[src/rtl/mcu_sequencer.sv]
`default_nettype none
// ============================================================================
//  Module   : mcu_sequencer
//  Purpose  : LOAD / CONV / OUT control sequencer for the 2D-convolution MCU;
//             drives mux-array state lines plus column-memory addresses/strobes.
//  Option   : define MCU_SEQ_ERRFLAG_EN to add the sticky o_err port.
//  Revision : 1.0 - initial release
// ============================================================================
module mcu_sequencer #(
    parameter int N         = 4,
    parameter int BITS_ADDR = 10,
    parameter int CONV_LAT  = 3,
    localparam int SUB_W    = (N > 2) ? $clog2(N / 2) : 1,
    localparam int SEL_W    = $clog2(N + 1)
) (
    input  logic                 i_CLK,
    input  logic                 i_reset,
    input  logic [BITS_ADDR-1:0] i_imgLength,
    input  logic                 i_valid,
    input  logic                 i_run,
    input  logic                 i_rdReq,
    output logic [1:0]           o_state,
    output logic [SUB_W-1:0]     o_substate,
    output logic [SEL_W-1:0]     o_memSelect,
    output logic [BITS_ADDR-1:0] o_addrWr,
    output logic [BITS_ADDR-1:0] o_addrRd,
    output logic                 o_we,
    output logic                 o_re,
    output logic                 o_loadDone,
    output logic                 o_convDone,
    output logic                 o_outDone
`ifdef MCU_SEQ_ERRFLAG_EN
    ,
    output logic                 o_err
`endif
);

    typedef enum logic [1:0] {
        ST_LOAD = 2'd0,
        ST_CONV = 2'd1,
        ST_OUT  = 2'd2
    } state_t;

    localparam logic [SEL_W-1:0]     c_sel_load_last = SEL_W'(N + 1);
    localparam logic [SEL_W-1:0]     c_sel_conv      = SEL_W'(N);
    localparam logic [SEL_W-1:0]     c_sel_out_last  = SEL_W'(N - 1);
    localparam logic [SUB_W-1:0]     c_sub_last      = SUB_W'(N / 2 - 1);
    localparam logic [BITS_ADDR-1:0] c_min_h         = BITS_ADDR'(3);

    state_t               r_state;
    logic [BITS_ADDR-1:0] r_h;
    logic                 r_started;
    logic                 r_loaded;
    logic                 r_out_started;
    logic [CONV_LAT-1:0]  r_re_pipe;
    logic [BITS_ADDR-1:0] r_addr_pipe [CONV_LAT];

    logic [BITS_ADDR-1:0] w_h_last;
    logic                 w_load_fin;
    logic                 w_conv_fin;
    logic                 w_out_fin;
    logic                 w_run_ok;
    logic                 w_cre;
    logic [BITS_ADDR-1:0] w_caddr;

    assign o_state = r_state;

    // Phase completion is detected from the registered strobes of the final
    // access, which places each done pulse one cycle after that access.
    always_comb begin
        w_h_last   = r_h - 1'b1;
        w_load_fin = (r_state == ST_LOAD) && o_we && (o_memSelect == c_sel_load_last)
                     && (o_addrWr == w_h_last);
        w_conv_fin = (r_state == ST_CONV) && o_we && (o_addrWr == w_h_last);
        w_out_fin  = (r_state == ST_OUT) && o_re && (o_memSelect == c_sel_out_last)
                     && (o_addrRd == w_h_last);
        w_run_ok   = (r_state == ST_LOAD) && i_run && r_loaded;
        w_cre      = w_run_ok || ((r_state == ST_CONV) && o_re && (o_addrRd != w_h_last));
        w_caddr    = w_run_ok ? '0 : o_addrRd + 1'b1;
    end

    always_ff @(posedge i_CLK) begin
        if (i_reset) begin
            r_state       <= ST_LOAD;
            r_h           <= '0;
            r_started     <= 1'b0;
            r_loaded      <= 1'b0;
            r_out_started <= 1'b0;
            r_re_pipe     <= '0;
            for (int i = 0; i < CONV_LAT; i++) r_addr_pipe[i] <= '0;
            o_substate    <= '0;
            o_memSelect   <= '0;
            o_addrWr      <= '0;
            o_addrRd      <= '0;
            o_we          <= 1'b0;
            o_re          <= 1'b0;
            o_loadDone    <= 1'b0;
            o_convDone    <= 1'b0;
            o_outDone     <= 1'b0;
        end else begin
            o_we         <= 1'b0;
            o_re         <= 1'b0;
            o_loadDone   <= 1'b0;
            o_convDone   <= 1'b0;
            o_outDone    <= 1'b0;
            // Convolver latency model: each CONV read re-emerges as a write-back.
            r_re_pipe[0]   <= w_cre;
            r_addr_pipe[0] <= w_caddr;
            for (int i = 1; i < CONV_LAT; i++) begin
                r_re_pipe[i]   <= r_re_pipe[i-1];
                r_addr_pipe[i] <= r_addr_pipe[i-1];
            end

            case (r_state)
                ST_LOAD: begin
                    if (w_load_fin) begin
                        o_loadDone  <= 1'b1;
                        o_memSelect <= '0;
                        o_addrWr    <= '0;
                        r_loaded    <= 1'b1;
                    end else if (w_run_ok) begin
                        r_state     <= ST_CONV;
                        o_re        <= 1'b1;
                        o_addrRd    <= '0;
                        o_memSelect <= c_sel_conv;
                    end else if (i_valid && !r_loaded) begin
                        if (!r_started) begin
                            if (i_imgLength >= c_min_h) begin
                                r_h         <= i_imgLength;
                                r_started   <= 1'b1;
                                o_we        <= 1'b1;
                                o_addrWr    <= '0;
                                o_memSelect <= '0;
                            end
                        end else begin
                            o_we <= 1'b1;
                            if (o_addrWr == w_h_last) begin
                                o_addrWr    <= '0;
                                o_memSelect <= o_memSelect + 1'b1;
                            end else begin
                                o_addrWr <= o_addrWr + 1'b1;
                            end
                        end
                    end
                end

                ST_CONV: begin
                    o_re <= w_cre;
                    if (w_cre) o_addrRd <= w_caddr;
                    if (w_conv_fin) begin
                        o_convDone  <= 1'b1;
                        r_state     <= ST_OUT;
                        o_substate  <= (o_substate == c_sub_last) ? '0 : o_substate + 1'b1;
                        o_memSelect <= '0;
                        o_addrWr    <= '0;
                        o_addrRd    <= '0;
                    end else if (r_re_pipe[CONV_LAT-1]) begin
                        o_we     <= 1'b1;
                        o_addrWr <= r_addr_pipe[CONV_LAT-1];
                    end
                end

                ST_OUT: begin
                    if (w_out_fin) begin
                        o_outDone     <= 1'b1;
                        r_state       <= ST_LOAD;
                        o_memSelect   <= '0;
                        o_addrWr      <= '0;
                        o_addrRd      <= '0;
                        r_started     <= 1'b0;
                        r_loaded      <= 1'b0;
                        r_out_started <= 1'b0;
                    end else if (i_rdReq) begin
                        o_re <= 1'b1;
                        if (!r_out_started) begin
                            r_out_started <= 1'b1;
                        end else if (o_addrRd == w_h_last) begin
                            o_addrRd    <= '0;
                            o_memSelect <= o_memSelect + 1'b1;
                        end else begin
                            o_addrRd <= o_addrRd + 1'b1;
                        end
                    end
                end

                default: r_state <= ST_LOAD;
            endcase
        end
    end

`ifdef MCU_SEQ_ERRFLAG_EN
    logic w_ignored;

    always_comb begin
        w_ignored = (i_valid && ((r_state != ST_LOAD) || r_loaded || w_load_fin
                                 || (!r_started && (i_imgLength < c_min_h))))
                  || (i_run && !w_run_ok)
                  || (i_rdReq && ((r_state != ST_OUT) || w_out_fin));
    end

    always_ff @(posedge i_CLK) begin
        if (i_reset) begin
            o_err <= 1'b0;
        end else if (w_ignored) begin
            o_err <= 1'b1;
        end
    end
`endif

endmodule
`default_nettype wire

[config.mk]
export PLATFORM = sky130hd
export DESIGN_NAME = mcu_sequencer
export DESIGN_NICKNAME = d
export VERILOG_FILES = /design/src/rtl/mcu_sequencer.sv
export SDC_FILE = /design/constraint.sdc
export NUM_CORES = 1
export LEC_CHECK = 0
export CAP_MARGIN = 20
export CORE_MARGIN = 10
export CORE_UTILIZATION = 40
export DETAILED_ROUTE_END_ITERATION = 12
export PLACE_DENSITY = 0.68
export SKIP_CTS_REPAIR_TIMING = 1
export SLEW_MARGIN = 0
export SYNTH_ARGS = -nofsm -noshare
export SYNTH_HDL_FRONTEND = slang
export SYNTH_SLANG_ARGS = --single-unit
[constraint.sdc]
create_clock -name i_CLK -period 5.8 [get_ports i_CLK]
set_clock_uncertainty 0.1 [all_clocks]
set_input_delay 0.58 -clock i_CLK [delete_from_list [all_inputs] [get_ports i_CLK]]
set_output_delay 0.58 -clock i_CLK [all_outputs]
set_load 0.02 [all_outputs]
# Yosys cells after proc, flatten, opt, wreduce, memory -nomap -nowiden

Memory sizes are Yosys's and may differ from the RTL's.
Index checks and enable logic that the tools add are counted.
W data, S select, Z words.

Memories kept: 1
Input port bits: 15
Memory bits (writable): 30
Logic and storage cells: 156
Register bits: 47
Output and inout port bits: 31

Memory list:

| memory      | words | bits a word | rd ports | clocked after Yosys merged registers in | write ports | RTL line | RTL |
|---|---|---|---|---|---|---|---|
| r_addr_pipe | 3     | 10          | 3        | 0                                       | 3           | 56       | `logic [BITS_ADDR-1:0] r_addr_pipe [CONV_LAT];` |

Reduce and logical (&&, ||, !) cells: 31
Add/sub/neg operators: 5
Bitwise gates (word level): 9
Multiplexer cells: 69
Order comparisons: 1
Equality and inequality tests: 25

Operators by type and width:

| kind                    | count |
|---|---|
| $mux W10                | 21 |
| $pmux W10 S3            | 2 |
| $mux W3                 | 11 |
| $mux W1                 | 25 |
| $add A10 B1 Y10 const B | 2 |
| $eq A10 B10 Y1          | 2 |
| $reduce_and A6 Y1       | 3 |
| $ne A3 B3 Y1 const B    | 5 |
| $logic_and A1 B1 Y1     | 13 |
| $ne A2 B2 Y1 const B    | 6 |
| $ge A10 B2 Y1 const B   | 1 |
| $ne A10 B10 Y1          | 1 |
| $sub A10 B1 Y10 const B | 1 |
| $pmux W3 S3             | 1 |
| $mux W2                 | 4 |
| $ne A4 B3 Y1 const B    | 2 |
| $reduce_and A8 Y1       | 1 |
| $ne A3 B2 Y1 const B    | 2 |
| $not A1 Y1              | 6 |
| $pmux W1 S2             | 3 |
| $pmux W2 S3             | 1 |
| $reduce_or A2 Y1        | 3 |
| $ne A5 B4 Y1 const B    | 1 |
| $ne A5 B5 Y1 const B    | 1 |
| other kinds (18)        | 22 |

# Depth between registers and ports, before layout

Gate-level depths: netlist of run 1.

Depth in word-level cells: 8
Mapped depth: 12
Depth with buffers taken out: 10

# Least setup slack after synthesis of run 1

Ideal clock, no wire load.

Kind: reg2reg
From: register r_h[0]
To: register o_memSelect[2]
Buffers on the path: 1
Path slack: 2,430 ps
Cell stages (with the launch flop): 12
Clock period less this slack: 3,370 ps
Arrival: 3,146 ps
Library setup time: 123 ps
Required time: 5,577 ps
Cell sequence: dfxtp_1 clkbuf_1 inv_1 ha_1 xnor2_1 a211o_1 a2111oi_0 nand3_1 nor4_2 o22ai_1 a211o_1 mux2_1

Cells in the longest elaborated chain, start to end: 5
Elaborated cells on any way between the ends: 17
Classes of those cells: add/sub: 1; eq/ne: 9; mux: 3; reduce/logical: 4

Ends and longest elaborated chain:

| what                                                              | RTL line   | RTL |
|---|---|---|
| start, declared                                                   | 51         | `logic [BITS_ADDR-1:0] r_h;` |
| start signal, assigned                                            | 129        | `r_h <= i_imgLength;` |
| $sub A10 B1 Y10 (*)                                               | 71         | `w_h_last = r_h - 1'b1;` |
| $eq A10 B10 Y1, on equally long branches                          | n/a        |  |
| $logic_and A1 B1 Y1, on equally long branches                     | 73, 74, 76 |  |
| $ne A5 B5 Y1 (no line), or another cell as far along              | n/a        |  |
| $reduce_and A8 Y1 (no line) / $pmux W3 S3 (equally long branches) | n/a        |  |
| end signal, assigned                                              | 125        | `o_memSelect <= c_sel_conv;` |
| end signal, assigned                                              | 139        | `o_memSelect <= o_memSelect + 1'b1;` |
| end signal, assigned                                              | 179        | `o_memSelect <= o_memSelect + 1'b1;` |
| end, declared                                                     | 24         | `output logic [SEL_W-1:0] o_memSelect,` |

Every way passes the cells marked *; elsewhere a longest branch is shown, timed or not.
A chain may end at the register's enable or synchronous reset.

# Worst setup path in the final report of run 1

Same ends and word-level chain as after synthesis.

==> flow_summary.toml, run 1 <==
[timing]
min_period_over_period_pct = 65.86
worst_pin_slew_ns = 0.7518
rsz0062_at_grt = "no"
setup_tns_ns = 0
fmax_ghz = 0.2618
hold_viol = 0
slew_viol_final = 0
maxSlewHeadroom_pct = 49.88
worst_slack_ns = 1.980
fin_crit_ns = 3.820
setup_violations = 0

[synthesis]
synth_edf_count = 0
synth-seq-area-share_pct = 37.06
yosys_warnings = 0
ys_ff_latch = 77
synth_ff_type = "dfxtp_1"
netlist_area_um2 = 4159
synthCells = 473
synth-async-reset-ratio_pct = 0
syn-mean-instance-area_um2 = 8.793
synth_nets = 498
synth_cell_types = 67

[floorplanning]
die_h_um = 122.0
die-width_um = 122.0
die-area_um2 = 14880
ios = 46
num_rows = 37
initial_core_util_pct = 40.65
coreArea_um2 = 10230

[critical_path]
end_kind = "register"
required_ns = 5.96
critPathMaxFanout = 8
startpoint_type = "register"
crit_type = "register to register"
critical_path_arrival_ns = 3.98

[run]
cap_violations = 0

[power]
power_leakage_nw = 1.791
cellPowerDensity_nw_per_um2 = 347.0
ir_drop_v = 0.0001447

[global_routing]
track_usage_pct = 15.87
grt_pass1_vias = 3543
grt_pass1_wl_um = 18910
grt_antenna_before_repair = 0
grt.overflow.total = 0
grt_max_degree = 72

[placed_design]
numPortBuffers = 45
dp_slack_ns = 2.051
dp_hpwl_um = 8629
gp_congestion = 0.8852

[clocking]
tritoncts = "yes"
insertion_delay_ns = 0.37
cts_sinks = 77
htree_levels = 3
cts-root-buf = "clkbuf_8"
clk_pin_slew_ns = 0.09
clock_path_buffers = 2
numCtsBuffers = 9

[hold_path]
hp-class = "register to register"

[finish]
num-nets-final = 531
drive_gt1_share_pct = 7.241
final_common_cell = "dfxtp_1"
fill_cells = 1001
syn_to_final_growth_pct = 16.85
multi_input_area_um2 = 2421
seqCellArea_um2 = 1541
final_cell_mix = "dfxtp_1 (77), clkdlybuf4s50_1 (44), nor2_1 (43), a21oi_1 (26), nand2_1 (24)"
insertedDiodeCount = 0
utilization_pct = 47.50

[drt]
finalWirelength_um = 11840
via_count = 3746
drtIter0Drc = 436
ant_nets = 0
avgRoutedWirePerCell_um = 18.30
viasPerCell = 5.790
firstDrtPassIters = 5
drc = 0

[run_status]
status = "complete, no violations"
[sequential cells by signal, indices dropped and copies added, names as in the netlist, 2 cells and up]
name         cells
o_state          2
o_addrWr        10
r_h             10
r_re_pipe        3
o_addrRd        10
o_memSelect      3
r_addr_pipe     30
[power by group]
group | total (mW) | switching (mW) | internal, mW
logic | 0.642 | 0.378 | 0.264
clock network | 0.402 | 0.237 | 0.165
registers | 0.642 | 0.0780 | 0.564
total | 1.69 | 0.693 | 0.993
[layer usage]
layer	vias up	share of wire (%)	global-route usage [%]
met2	149	45	25.07
met4	0	2.5	7.526
met3	24	6.5	2.868
li1	1795	-	-
met1	1778	46	20.49
met5	-	0	0
[synthesized netlist by cell type, types with 8 or more instances]
| cell type | n | area [um^2] |
|---|---|---|
| a211o_1 | 8 | 70.07 |
| nor4_1 | 8 | 50.05 |
| xnor2_1 | 19 | 166.4 |
| a21oi_1 | 26 | 130.1 |
| ha_1 | 10 | 125.1 |
| dfxtp_1 | 77 | 1541 |
| mux2i_1 | 14 | 140.1 |
| inv_1 | 21 | 78.83 |
| nand2_1 | 24 | 90.09 |
| o21ai_1 | 9 | 45.04 |
| and3_1 | 10 | 62.56 |
| nor2b_1 | 23 | 143.9 |
| nor2_1 | 43 | 161.4 |
| clkbuf_1 | 16 | 60.06 |
| nand3_1 | 17 | 85.08 |
| a211oi_1 | 11 | 82.58 |
[critical path, stage by stage, from the launching register on]
cell and delay [ns]:
dfxtp_1 0.57, inv_1 0.08, ha_1 0.35, xnor2_1 0.14, a211o_1 0.29, a2111oi_0 0.38, nand3_1 0.28, nor4_2 0.66
o22ai_1 0.15, a211o_1 0.39, mux2_1 0.32
[stage by stage]
step	std cells	power, mW	hold WS (ns)	area, um^2
after global placement	631	1.277	0.3160	4672
final	647	1.687	0.3338	4860
after global routing	647	1.778	0.3528	4860
after floorplan	473	1.099	0.3138	4159
after detailed placement	631	1.284	0.3212	4672
after CTS	647	1.685	0.3368	4860
[final timing paths]
| kind | startpoint | to | slack, ns | cells after the start |
|---|---|---|---|---|
| min | r_addr_pipe[0][1] | r_addr_pipe[0][11] | 0.33 | 1 |
| max | r_h[0] | o_memSelect[2] | 1.98 | 10 |
| max reg2reg | r_h[0] | o_memSelect[2] | 1.98 | 10 |
| min reg2reg | r_addr_pipe[0][1] | r_addr_pipe[0][11] | 0.33 | 1 |
[logic make-up (layout without fill, tap and decap cells)]
| group | Yosys count | after routing | share of synthesized area [%] |
|---|---|---|---|
| buffers and inverters | 46 | 84 | 4.724 |
| flip-flops | 77 | 77 | 37.06 |
| multiplexers | 15 | 15 | 3.640 |
| adder cells (fa/ha/maj) | 10 | 10 | 3.008 |
| AO/OA/AOI/OAI | 115 | 115 | 20.01 |
| AND/OR/NAND/NOR | 181 | 181 | 24.43 |
| XOR/XNOR | 29 | 29 | 7.130 |
[area by class of cell]
| type | instances | area share [%] |
|---|---|---|
| sequential | 77 | 31.72 |
| multi-input combinational | 350 | 49.82 |
| inverter | 21 | 1.622 |
| clock inverter | 7 | 1.313 |
| tap | 136 | 3.502 |
| clock buffer | 9 | 2.549 |
| timing repair buffer | 47 | 9.475 |
No activity file was read; power rests on OpenSTA's default activity.
==> run 2: changes to the inputs <==
--- a/config.mk
+++ b/config.mk
@@ -9,7 +9,7 @@
 export CORE_MARGIN = 10
 export CORE_UTILIZATION = 40
 export DETAILED_ROUTE_END_ITERATION = 12
-export PLACE_DENSITY = 0.68
+export PLACE_DENSITY = 0.7
 export SKIP_CTS_REPAIR_TIMING = 1
 export SLEW_MARGIN = 0
 export SYNTH_ARGS = -nofsm -noshare
==> constraint.sdc (replaced) <==
create_clock -name i_CLK -period 3.5 [get_ports i_CLK]
set_clock_uncertainty 0.1 [all_clocks]
set_input_delay 0.35 -clock i_CLK [delete_from_list [all_inputs] [get_ports i_CLK]]
set_output_delay 0.35 -clock i_CLK [all_outputs]
set_load 0.02 [all_outputs]
==> flow_summary.toml, run 2 (synthesis gave the netlist of run 1 again) <==
[power]
combPwrFrac_pct = 40.9
power_leakage_nw = 1.914
p_seq_share_pct = 35.9
p_sw_share_pct = 40.30
internal_power_mw = 1.714
p_switching_mw = 1.157
ir_drop_v = 0.0002710
cellPowerDensity_nw_per_um2 = 565.8
power.share.clock_pct = 23.2

[finish]
largest_register_ffs = 30
final_common_cell = "dfxtp_1"
regMostFlops = "r_addr_pipe"
finalNonFillerCells = 671
fill_cells = 977
final_cell_mix = "dfxtp_1 (77), clkdlybuf4s50_1 (44), nor2_1 (43), a21oi_1 (26), buf_4 (26)"
insertedDiodeCount = 0
syn_to_final_growth_pct = 22.02
fin_area_um2 = 5075
num-nets-final = 555
drive_gt1_share_pct = 12.34

[timing]
setup_violations = 0
worst_hold_slack_ns = 0.3428
hold_viol = 0
maxSlewHeadroom_pct = 58.84
rsz0062_at_grt = "no"
slew_viol_final = 0
setup_tns_ns = 0
fmax_ghz = 0.2950
min_period_over_period_pct = 96.87
fin_crit_ns = 3.390
worst_pin_slew_ns = 0.6123

[clocking]
htree_levels = 3
numCtsBuffers = 9
clock_path_buffers = 2
insertion_delay_ns = 0.36
clk_pin_slew_ns = 0.09
cts-root-buf = "clkbuf_8"
cts_sinks = 77
tritoncts = "yes"

[floorplanning]
die-area_um2 = 14880
coreArea_um2 = 10230
die_h_um = 122.0
die-width_um = 122.0
ios = 46
initial_core_util_pct = 40.65
num_rows = 37

[drt]
via_count = 3804
ant_nets = 0
drc = 0
viasPerCell = 5.669
drtIter0Drc = 287
avgRoutedWirePerCell_um = 17.80
firstDrtPassIters = 5
finalWirelength_um = 11950

[run_status]
status = "complete, no violations"

[global_routing]
track_usage_pct = 15.90
grt_antenna_before_repair = 0
grt_max_degree = 39
grt_pass1_vias = 3704
grt_pass1_wl_um = 19060
grt.overflow.total = 0

[placed_design]
numPortBuffers = 45
dp_cells = 654
dp_hpwl_um = 8930
gp_congestion = 0.9219
dpl_cell_area_um2 = 4845

[critical_path]
reg2reg_depth = 9
startpoint_type = "register"
cp_top_family = "simple AND/OR/NAND/NOR gates"
critPathMaxFanout = 9
cp.depth = 9
end_kind = "register"
critical_path_arrival_ns = 3.56
path_cells = "or3_4, or3_1, a211o_1, a211o_1, or4_4, buf_4, a31oi_2, nand3_4, o41ai_2"
crit_type = "register to register"
crit_buf_inv = 1
crit_top_cell = "a211o_1"
critPathSlowestCell = "or4_4"
required_ns = 3.67
slowest_delay_ns = 0.57

[run]
cap_violations = 0

[hold_path]
hold_path_depth = 1
hp-class = "register to register"
-- run 2: layout make-up --
type	instances	area (um^2)	share of cell area (%)
Inverter	21	78.83	1.553
Timing Repair Buffer	71	640.6	12.62
Sequential cell	77	1541	30.37
Clock buffer	9	123.9	2.441
Clock inverter	7	66.31	1.307
Multi-Input combinational cell	350	2454	48.35
Tap cell	136	170.2	3.353
-- run 2: path summary, 6_finish.rpt --
path	from	to	slack, ns
max reg2reg	r_h[2]	o_addrRd[2]	0.11
min	r_addr_pipe[0][9]	r_addr_pipe[0][19]	0.34
max	r_h[2]	o_addrRd[2]	0.11
min reg2reg	r_addr_pipe[0][9]	r_addr_pipe[0][19]	0.34
-- run 2: worst reg2reg max path: stages, from the launching register on --
cell and delay, ns:
dfxtp_1 0.36, or3_4 0.43, or3_1 0.38, a211o_1 0.24, a211o_1 0.30, or4_4 0.57, buf_4 0.20, a31oi_2 0.32
nand3_4 0.18, o41ai_2 0.23
-- run 2: per-layer routing --
metal | part of all wire (%) | wire (um) | global-route usage, % | vias to the layer above
li1 | - | - | - | 1852
met1 | 45 | 5396 | 19.35 | 1800
met2 | 47 | 5609 | 26.58 | 126
met3 | 5.9 | 704 | 3.793 | 26
met4 | 2.0 | 236 | 5.961 | 0
met5 | 0 | 0 | 0 | -
-- run 2: per-stage QoR --
stage / total power, mW / util (%) / setup WS, ns
floorplan: 1.822 / - / 0.1304
global placement: 2.163 / 47.35 / 0.1539
detailed placement: 2.175 / 47.35 / 0.08725
CTS: 2.838 / 49.21 / 0.07195
global route: 3.012 / 49.60 / 0.00004552
finish: 2.871 / 49.60 / 0.1097
-- run 2: power by group through the flow --
stage / clock network, mW / logic [mW] / registers [mW]
global placement: 0 / 1.12 / 1.05
global route: 0.702 / 1.27 / 1.04
detailed placement: 0 / 1.13 / 1.05
finish: 0.667 / 1.17 / 1.03
floorplan: 0 / 0.769 / 1.05
CTS: 0.673 / 1.14 / 1.03
